<file path="src/rtl/cache_fill_fsm.sv">
// cache_fill_fsm
//   Services a cache miss by fetching one block from main memory and writing it
//   word by word into the cache data array, then pulsing the tag write. fsm_busy
//   stalls the pipeline until the block is resident. Read requests go out one per
//   cycle; returned words are counted, so the memory latency does not matter here.
//
//   state | meaning
//   ------+-----------------------------------------------------------
//   IDLE  | waiting for a miss; outputs quiet, memory returns ignored
//   FILL  | issuing BLOCK_WORDS reads and writing back returned words
//   DONE  | one-cycle tag/valid write, then back to IDLE
//
// Ports
//   clk, rst_n          clock / asynchronous active-low reset
//   miss_detected       cache miss level for miss_address
//   miss_address        byte address that missed
//   memory_data_valid   main memory returns a word this cycle
//   memory_data         returned word
//   fsm_busy            fill in progress (FILL or DONE)
//   mem_req_valid       read request issued this cycle
//   memory_address      byte address of the read being issued
//   fill_we             write fill_data at fill_word in the data array
//   fill_word           word index within the block
//   fill_data           word to write (memory_data)
//   tag_we              one-cycle tag/valid write pulse
module cache_fill_fsm #(
  parameter int BLOCK_WORDS = 8,
  parameter int ADDR_W      = 16
) (
  input  logic                           clk,
  input  logic                           rst_n,
  input  logic                           miss_detected,
  input  logic [ADDR_W-1:0]              miss_address,
  input  logic                           memory_data_valid,
  input  logic [15:0]                    memory_data,
  output logic                           fsm_busy,
  output logic                           mem_req_valid,
  output logic [ADDR_W-1:0]              memory_address,
  output logic                           fill_we,
  output logic [$clog2(BLOCK_WORDS)-1:0] fill_word,
  output logic [15:0]                    fill_data,
  output logic                           tag_we
);

  localparam int CW  = $clog2(BLOCK_WORDS);
  // Byte offset bits inside a block of 16-bit words.
  localparam int OFF = CW + 1;
  localparam logic [CW:0] BW_CNT = (CW+1)'(BLOCK_WORDS);

  typedef enum logic [1:0] {
    IDLE = 2'd0,
    FILL = 2'd1,
    DONE = 2'd2
  } state_t;

  state_t            state, state_nxt;
  // One extra bit so the counters can hold BLOCK_WORDS itself.
  logic [CW:0]       issue_cnt, issue_cnt_nxt;
  logic [CW:0]       recv_cnt, recv_cnt_nxt;
  logic [ADDR_W-1:0] base, base_nxt;

  always_ff @(posedge clk or negedge rst_n) begin
    if (!rst_n) begin
      state     <= IDLE;
      issue_cnt <= '0;
      recv_cnt  <= '0;
      base      <= '0;
    end else begin
      state     <= state_nxt;
      issue_cnt <= issue_cnt_nxt;
      recv_cnt  <= recv_cnt_nxt;
      base      <= base_nxt;
    end
  end

  always_comb begin
    state_nxt      = state;
    issue_cnt_nxt  = issue_cnt;
    recv_cnt_nxt   = recv_cnt;
    base_nxt       = base;
    fsm_busy       = 1'b0;
    mem_req_valid  = 1'b0;
    memory_address = '0;
    fill_we        = 1'b0;
    fill_word      = '0;
    fill_data      = '0;
    tag_we         = 1'b0;

    case (state)
      IDLE: begin
        if (miss_detected) begin
          base_nxt           = miss_address;
          base_nxt[OFF-1:0]  = '0;
          issue_cnt_nxt      = '0;
          recv_cnt_nxt       = '0;
          state_nxt          = FILL;
        end
      end

      FILL: begin
        fsm_busy = 1'b1;
        if (issue_cnt < BW_CNT) begin
          mem_req_valid  = 1'b1;
          // base is block-aligned, so this add never carries out of the block.
          memory_address = base + ADDR_W'({issue_cnt, 1'b0});
          issue_cnt_nxt  = issue_cnt + 1'b1;
        end
        if (memory_data_valid && (recv_cnt < BW_CNT)) begin
          fill_we      = 1'b1;
          fill_word    = recv_cnt[CW-1:0];
          fill_data    = memory_data;
          recv_cnt_nxt = recv_cnt + 1'b1;
          if (recv_cnt == BW_CNT - 1'b1)
            state_nxt = DONE;
        end
      end

      DONE: begin
        fsm_busy  = 1'b1;
        tag_we    = 1'b1;
        state_nxt = IDLE;
      end

      default: state_nxt = IDLE;
    endcase
  end

endmodule
</file>
<file path="config.mk">
export PLATFORM = sky130hd
export DESIGN_NAME = cache_fill_fsm
export DESIGN_NICKNAME = d
export VERILOG_FILES = /design/src/rtl/cache_fill_fsm.sv
export SDC_FILE = /design/constraint.sdc
export NUM_CORES = 1
export LEC_CHECK = 0
export BUFFER_PORTS_ARGS = -buffer_cell sky130_fd_sc_hd__buf_2
export CORE_UTILIZATION = 33
export DETAILED_ROUTE_END_ITERATION = 8
export SYNTH_ARGS = -nofsm -noshare
export SYNTH_HDL_FRONTEND = slang
export SYNTH_SLANG_ARGS = --single-unit
</file>
<file path="constraint.sdc">
create_clock -name clk -period 4.3 [get_ports clk]
set_clock_uncertainty 0.2 [all_clocks]
set_input_delay 0.215 -clock clk [delete_from_list [all_inputs] [get_ports clk]]
set_output_delay 0.215 -clock clk [all_outputs]
set_load 0.03 [all_outputs]
</file>
==> results.json, run 1 <==
{
  "cp_top_family": "simple AND/OR/NAND/NOR gates",
  "synth_edf_count": 0,
  "port_buffers": 69,
  "path_buf_inv": 3,
  "cts_buffers": 3,
  "drc": 0,
  "maxCapViolCount": 0,
  "clk_pin_slew_ns": 0.08,
  "core-area_um2": 4030,
  "antenna_cells": 0,
  "ant_nets": 0,
  "min_delay_path_depth": 3,
  "io_pins": 75,
  "worstSkewPairLatency_ns": 0.26,
  "required_ns": 3.88,
  "yosys_most_used_dff": "dfrtp_1",
  "synth_seq_area_share": 0.397,
  "syn_inst": 135,
  "placed_cell_area_um2": 1750,
  "start_util": 0.344,
  "die_y_um": 66.8,
  "layout.cells.non_filler": 263,
  "cts_max_path_buffers": 2,
  "total_power_mw": 1.37,
  "num-nets-final": 256,
  "fmax_ghz": 0.365,
  "avgRoutedWirePerCell_um": 11.7,
  "reg2reg_depth": 6,
  "drv_slew": 0,
  "design_area_um2": 1940,
  "tns_ns": 0,
  "status": "finished, final reports clean",
  "critical_path_class": "reg2out",
  "max_stage_delay_ns": 0.67,
  "grt_max_degree": 40,
  "critPathCaptureType": "primary output",
  "min_period_ns": 2.74,
  "cts_sinks": 22,
  "synthDistinctLibCells": 34,
  "fin_crit_sh": 0.637,
  "path_cells": "inv_1 > ha_1 > buf_4 > nor2b_1 > and2_1 > buf_2",
  "holdCritPathClass": "in2reg",
  "hold_ws_ns": 0.0837,
  "drive_above_1_share": 0.446,
  "synth_nets": 177,
  "cts_tree": "done",
  "avgSynthCellArea_um2": 10.3,
  "synth_compound_area_frac": 0.0840,
  "async_flop_share": 1.00,
  "synth-seq-cells": 22,
  "grt.total_usage": 0.140,
  "hold_viol": 0,
  "areaGrowthSynthToFinish_pct": 39.8,
  "synth_top_family_by_area": "simple AND/OR/NAND/NOR gates",
  "power_density_nw_per_um2": 705,
  "yosys.area_share.simple": 0.286,
  "vias": 1261,
  "slowest_stage": "nor2b_1",
  "dieArea_um2": 4460,
  "startpoint_type": "flip-flop",
  "grt_pass1_wl_mm": 4.87,
  "max-vdd-ir-drop_uv": 204,
  "leakage_nw": 1.08,
  "grt_pass1_vias": 1146,
  "cp.depth": 6,
  "root_buffer": "clkbuf_8",
  "crit_fanout": 39,
  "totalWireLength_mm": 3.08,
  "synth_area_um2": 1390,
  "vias_per_cell": 4.79,
  "dieWidth_um": 66.8,
  "worstMarginPinSlew_ns": 0.765,
  "rows": 23,
  "yosys_warnings": 0,
  "synthXorXnorAreaFrac": 0,
  "setup_viol": 0,
  "synth_fa_ha_area_frac": 0.0542,
  "crit_arrival_ns": 2.32,
  "rsz0062_at_grt": "false",
  "dr.pass1.iters": 4,
  "cts-htree-levels": 1,
  "place_inst": 246,
  "maxSlewHeadroom": 0.489,
  "place_congestion": 0.719,
  "drt_iter0_markers": 33,
  "gr-total-overflow": 0,
  "dpl.hpwl_mm": 2.06,
  "synthMuxAreaShare": 0.135,
  "grt_antenna_before_repair": 0
}
## through the flow
stage | utilization | setup slack [ns]
after global routing | 0.481 | 1.33
final | 0.481 | 1.56
after detailed placement | 0.435 | 1.77
after CTS | 0.481 | 1.47
after global placement | 0.435 | 1.83
after floorplan | - | 2.41
## what timing repair did
action | CTS | global route
hold endpoints to repair | 34 | 0
buffers inserted | 0 | 0
hold buffers | 13 | 0
resized for setup | 0 | 0
## power by group
group / internal [mW] / leakage (nW) / switching, mW / total [mW]
combinational: 0.334 / 0.778 / 0.510 / 0.844
clock: 0.0816 / 0.0288 / 0.0670 / 0.149
sequential: 0.301 / 0.271 / 0.0711 / 0.372
## state kept, by name, indices dropped and copies added, names as in the netlist
register / cells
recv_cnt: 4
issue_cnt: 4
state: 2
base: 12
## kinds of logic (layout without fill, tap and decap cells)
| kind of cell | count (synthesis) | count (layout) |
|---|---|---|
| AND/OR/NAND/NOR | 63 | 63 |
| flip-flops | 22 | 22 |
| AO/OA/AOI/OAI | 18 | 18 |
| multiplexers | 14 | 14 |
| buffers and inverters | 11 | 89 |
| adder cells (fa/ha/maj) | 6 | 6 |
| other | 1 | 1 |
## worst paths after layout
check                                          start                  endpoint  slack, ns
max in group asynchronous                      rst_n  issue_cnt[2]$_DFFE_PN0P_       3.33
min in group asynchronous                      rst_n      base[10]$_DFFE_PN0P_       0.23
worst min-delay path                   miss_detected   recv_cnt[1]$_DFFE_PN0P_       0.08
worst max register to register  state[1]$_DFFE_PN0P_   recv_cnt[0]$_DFFE_PN0P_       2.47
worst max-delay path            state[1]$_DFFE_PN0P_        memory_address[15]       1.56
worst min register to register   base[5]$_DFFE_PN0P_       base[5]$_DFFE_PN0P_       0.30
## layer usage
metal,GRT usage,share of wire
met4,0.0479,0.010
met2,0.251,0.45
met3,0.0257,0.087
met5,0,0
met1,0.166,0.45
## cell usage in the layout, fill, tap and decap left out, types with 3 or more instances in the layout
cell / instances
and3_1: 15
nor2b_1: 5
dlygate4sd3_1: 13
nand2b_1: 3
mux2_2: 4
and2_1: 16
clkbuf_8: 4
and3_2: 5
buf_2: 69
a21oi_1: 3
dfrtp_1: 22
ha_1: 6
mux2_4: 8
a32oi_1: 3
o21ai_0: 7
nand2_1: 6
## worst min-delay path, cell delays in order
cell,delay (ns)
buf_2,0.13
nand4_1,0.09
nand3_1,0.07
## synthesized netlist by cell type, types with 4 or more instances
master    instances  area (um^2)
mux2_2            4         45.0
and3_2            5         37.5
dfrtp_1          22          551
mux2_4            8          120
o21ai_0           7         35.0
nor2b_1           5         31.3
nand2_1           6         22.5
and2_1           16          100
ha_1              6         75.1
and3_1           15         93.8
clkbuf_1          4         15.0
## area by class of cell
| type | instances | area, um^2 |
|---|---|---|
| Multi-Input combinational cell | 102 | 778 |
| Clock buffer | 4 | 55.1 |
| Sequential cell | 22 | 551 |
| Timing Repair Buffer | 83 | 483 |
| Fill cell | 380 | 2090 |
| Inverter | 2 | 7.51 |
| Tap cell | 50 | 62.6 |
(Power assumes the default switching activity.)
==> inputs of run 2 (changes only) <==
==> constraint.sdc (replaced) <==
create_clock -name clk -period 2.69 [get_ports clk]
set_clock_uncertainty 0.2 [all_clocks]
set_input_delay 0.1345 -clock clk [delete_from_list [all_inputs] [get_ports clk]]
set_output_delay 0.1345 -clock clk [all_outputs]
set_load 0.03 [all_outputs]
==> run 2 against run 1 <==
Net effect:
- combinational power up 64%
- via count decreased by 0.87%
- non-clock buffer count rose by 1
- sequential power up 61%
- utilization up 0.59 points
- critical path type unchanged
- largest cell class unchanged
- highest routed layer unchanged
==> results.json, run 2 (synthesis results as in run 1) <==
{
  "drt_iter0_markers": 49,
  "grt_pass1_wl_mm": 4.69,
  "maxSlewHeadroom": 0.660,
  "grt_pass1_vias": 1081,
  "crit_arrival_ns": 1.96,
  "fmax_ghz": 0.437,
  "dr.pass1.iters": 4,
  "slowest_stage": "dfrtp_1",
  "vias": 1250,
  "final_cell_mix": "69 x buf_2, 22 x dfrtp_1, 16 x and2_1",
  "leakage_nw": 1.09,
  "areaGrowthSynthToFinish_pct": 41.6,
  "startpoint_type": "flip-flop",
  "grt_antenna_before_repair": 0,
  "core-area_um2": 4030,
  "cts-htree-levels": 1,
  "tns_ns": 0,
  "hold_ws_ns": 0.00831,
  "gr-total-overflow": 0,
  "root_buffer": "clkbuf_8",
  "reg2reg_depth": 6,
  "worstMarginPinSlew_ns": 0.496,
  "maxCapViolCount": 0,
  "critPathCaptureType": "primary output",
  "layout_commonest_cell": "buf_2",
  "drc": 0,
  "totalWireLength_mm": 3.12,
  "top_register": "base",
  "grt_max_degree": 29,
  "dpl.hpwl_mm": 2.15,
  "io_pins": 75,
  "cts_buffers": 3,
  "cts_setup_buffers": 0,
  "critical_path_class": "reg2out",
  "cts_sinks": 22,
  "dieWidth_um": 66.8,
  "top_regs": "base: 12 flops, issue_cnt: 4 flops, recv_cnt: 4 flops",
  "power_density_nw_per_um2": 1160,
  "worst_slack_ns": 0.399,
  "largest_reg_flops": 12,
  "ant_nets": 0,
  "avgRoutedWirePerCell_um": 11.8,
  "max-vdd-ir-drop_uv": 401,
  "cts_tree": "done",
  "cts_max_path_buffers": 2,
  "holdCritPathClass": "in2reg",
  "min_period_ns": 2.29,
  "drive_above_1_share": 0.449,
  "crit_fanout": 14,
  "port_buffers": 69,
  "min_delay_path_depth": 3,
  "path_cells": "inv_1 > ha_1 > nor2b_1 > buf_4 > and2_1 > buf_2",
  "grt.total_usage": 0.135,
  "post-place-ws_ns": 0.659,
  "postCtsResizedCells": 0,
  "place_congestion": 0.742,
  "nFillCells": 370,
  "hold_viol": 0,
  "worstSkewPairLatency_ns": 0.26,
  "fin_crit_sh": 0.852,
  "num-nets-final": 257,
  "setup_viol": 0,
  "max_stage_delay_ns": 0.39,
  "dieArea_um2": 4460,
  "antenna_cells": 0,
  "vias_per_cell": 4.73,
  "die_y_um": 66.8,
  "drv_slew": 0,
  "rsz0062_at_grt": "false",
  "rows": 23,
  "required_ns": 2.36,
  "start_util": 0.344,
  "clk_pin_slew_ns": 0.08,
  "status": "finished, final reports clean"
}
## run 2: cell types whose count changed in the layout (fill, tap and decap cells not counted), sizes merged
cell    change
bufinv      +1
clkbuf      -1
buf         +1
## run 2: layout make-up
cell class	count	area, um^2	area share
multi-input cells	102	778	0.397
flip-flops and latches	22	551	0.281
repair buffers	84	490	0.250
well taps	50	62.6	0.0319
clock buffers	3	41.3	0.0211
clock inverters	1	30.0	0.0153
inverters	2	7.51	0.00383
## run 2: power by group
group	leakage, nW	internal (mW)	switching, mW
logic	0.783	0.553	0.825
clock network	0.0357	0.199	0.107
registers	0.271	0.481	0.116
## run 2: per-layer routing
metal  track usage  wire [um]  vias to the layer above
li1              -          -                      628
met1         0.167       1470                      554
met2         0.240       1370                       66
met3        0.0257        268                        2
met4        0.0319         12                        0
met5             0          0                        -
## run 2: stage by stage
stage	instances	cell area [um^2]	utilization	power (mW)
after floorplan	135	1390	-	1.64
after global placement	247	1760	0.437	1.96
after detailed placement	247	1760	0.437	1.97
after CTS	264	1960	0.487	2.30
after global routing	264	1960	0.487	2.45
final	264	1960	0.487	2.28
## run 2: final timing paths
kind                                      start                       end  slack [ns]
max                        state[1]$_DFFE_PN0P_        memory_address[15]        0.40
min                               miss_detected   recv_cnt[1]$_DFFE_PN0P_       0.008
max reg2reg                state[1]$_DFFE_PN0P_   recv_cnt[2]$_DFFE_PN0P_        0.84
min reg2reg                 base[8]$_DFFE_PN0P_       base[8]$_DFFE_PN0P_        0.30
max in group asynchronous                 rst_n   recv_cnt[1]$_DFFE_PN0P_        1.78
min in group asynchronous                 rst_n  issue_cnt[1]$_DFFE_PN0P_        0.18
## run 2: worst max-delay path: cells and delay by family (launching register included)
family / cells / cell delay, ns
flops: 1 / 0.39
buf+inv: 3 / 0.53
simple gates: 2 / 0.39
fa+ha+maj: 1 / 0.39
## run 2: timing repair
item,4_1_cts,5_1_grt
hold endpoints to repair,34,0
setup endpoints to repair,0,0
hold buffers,13,0
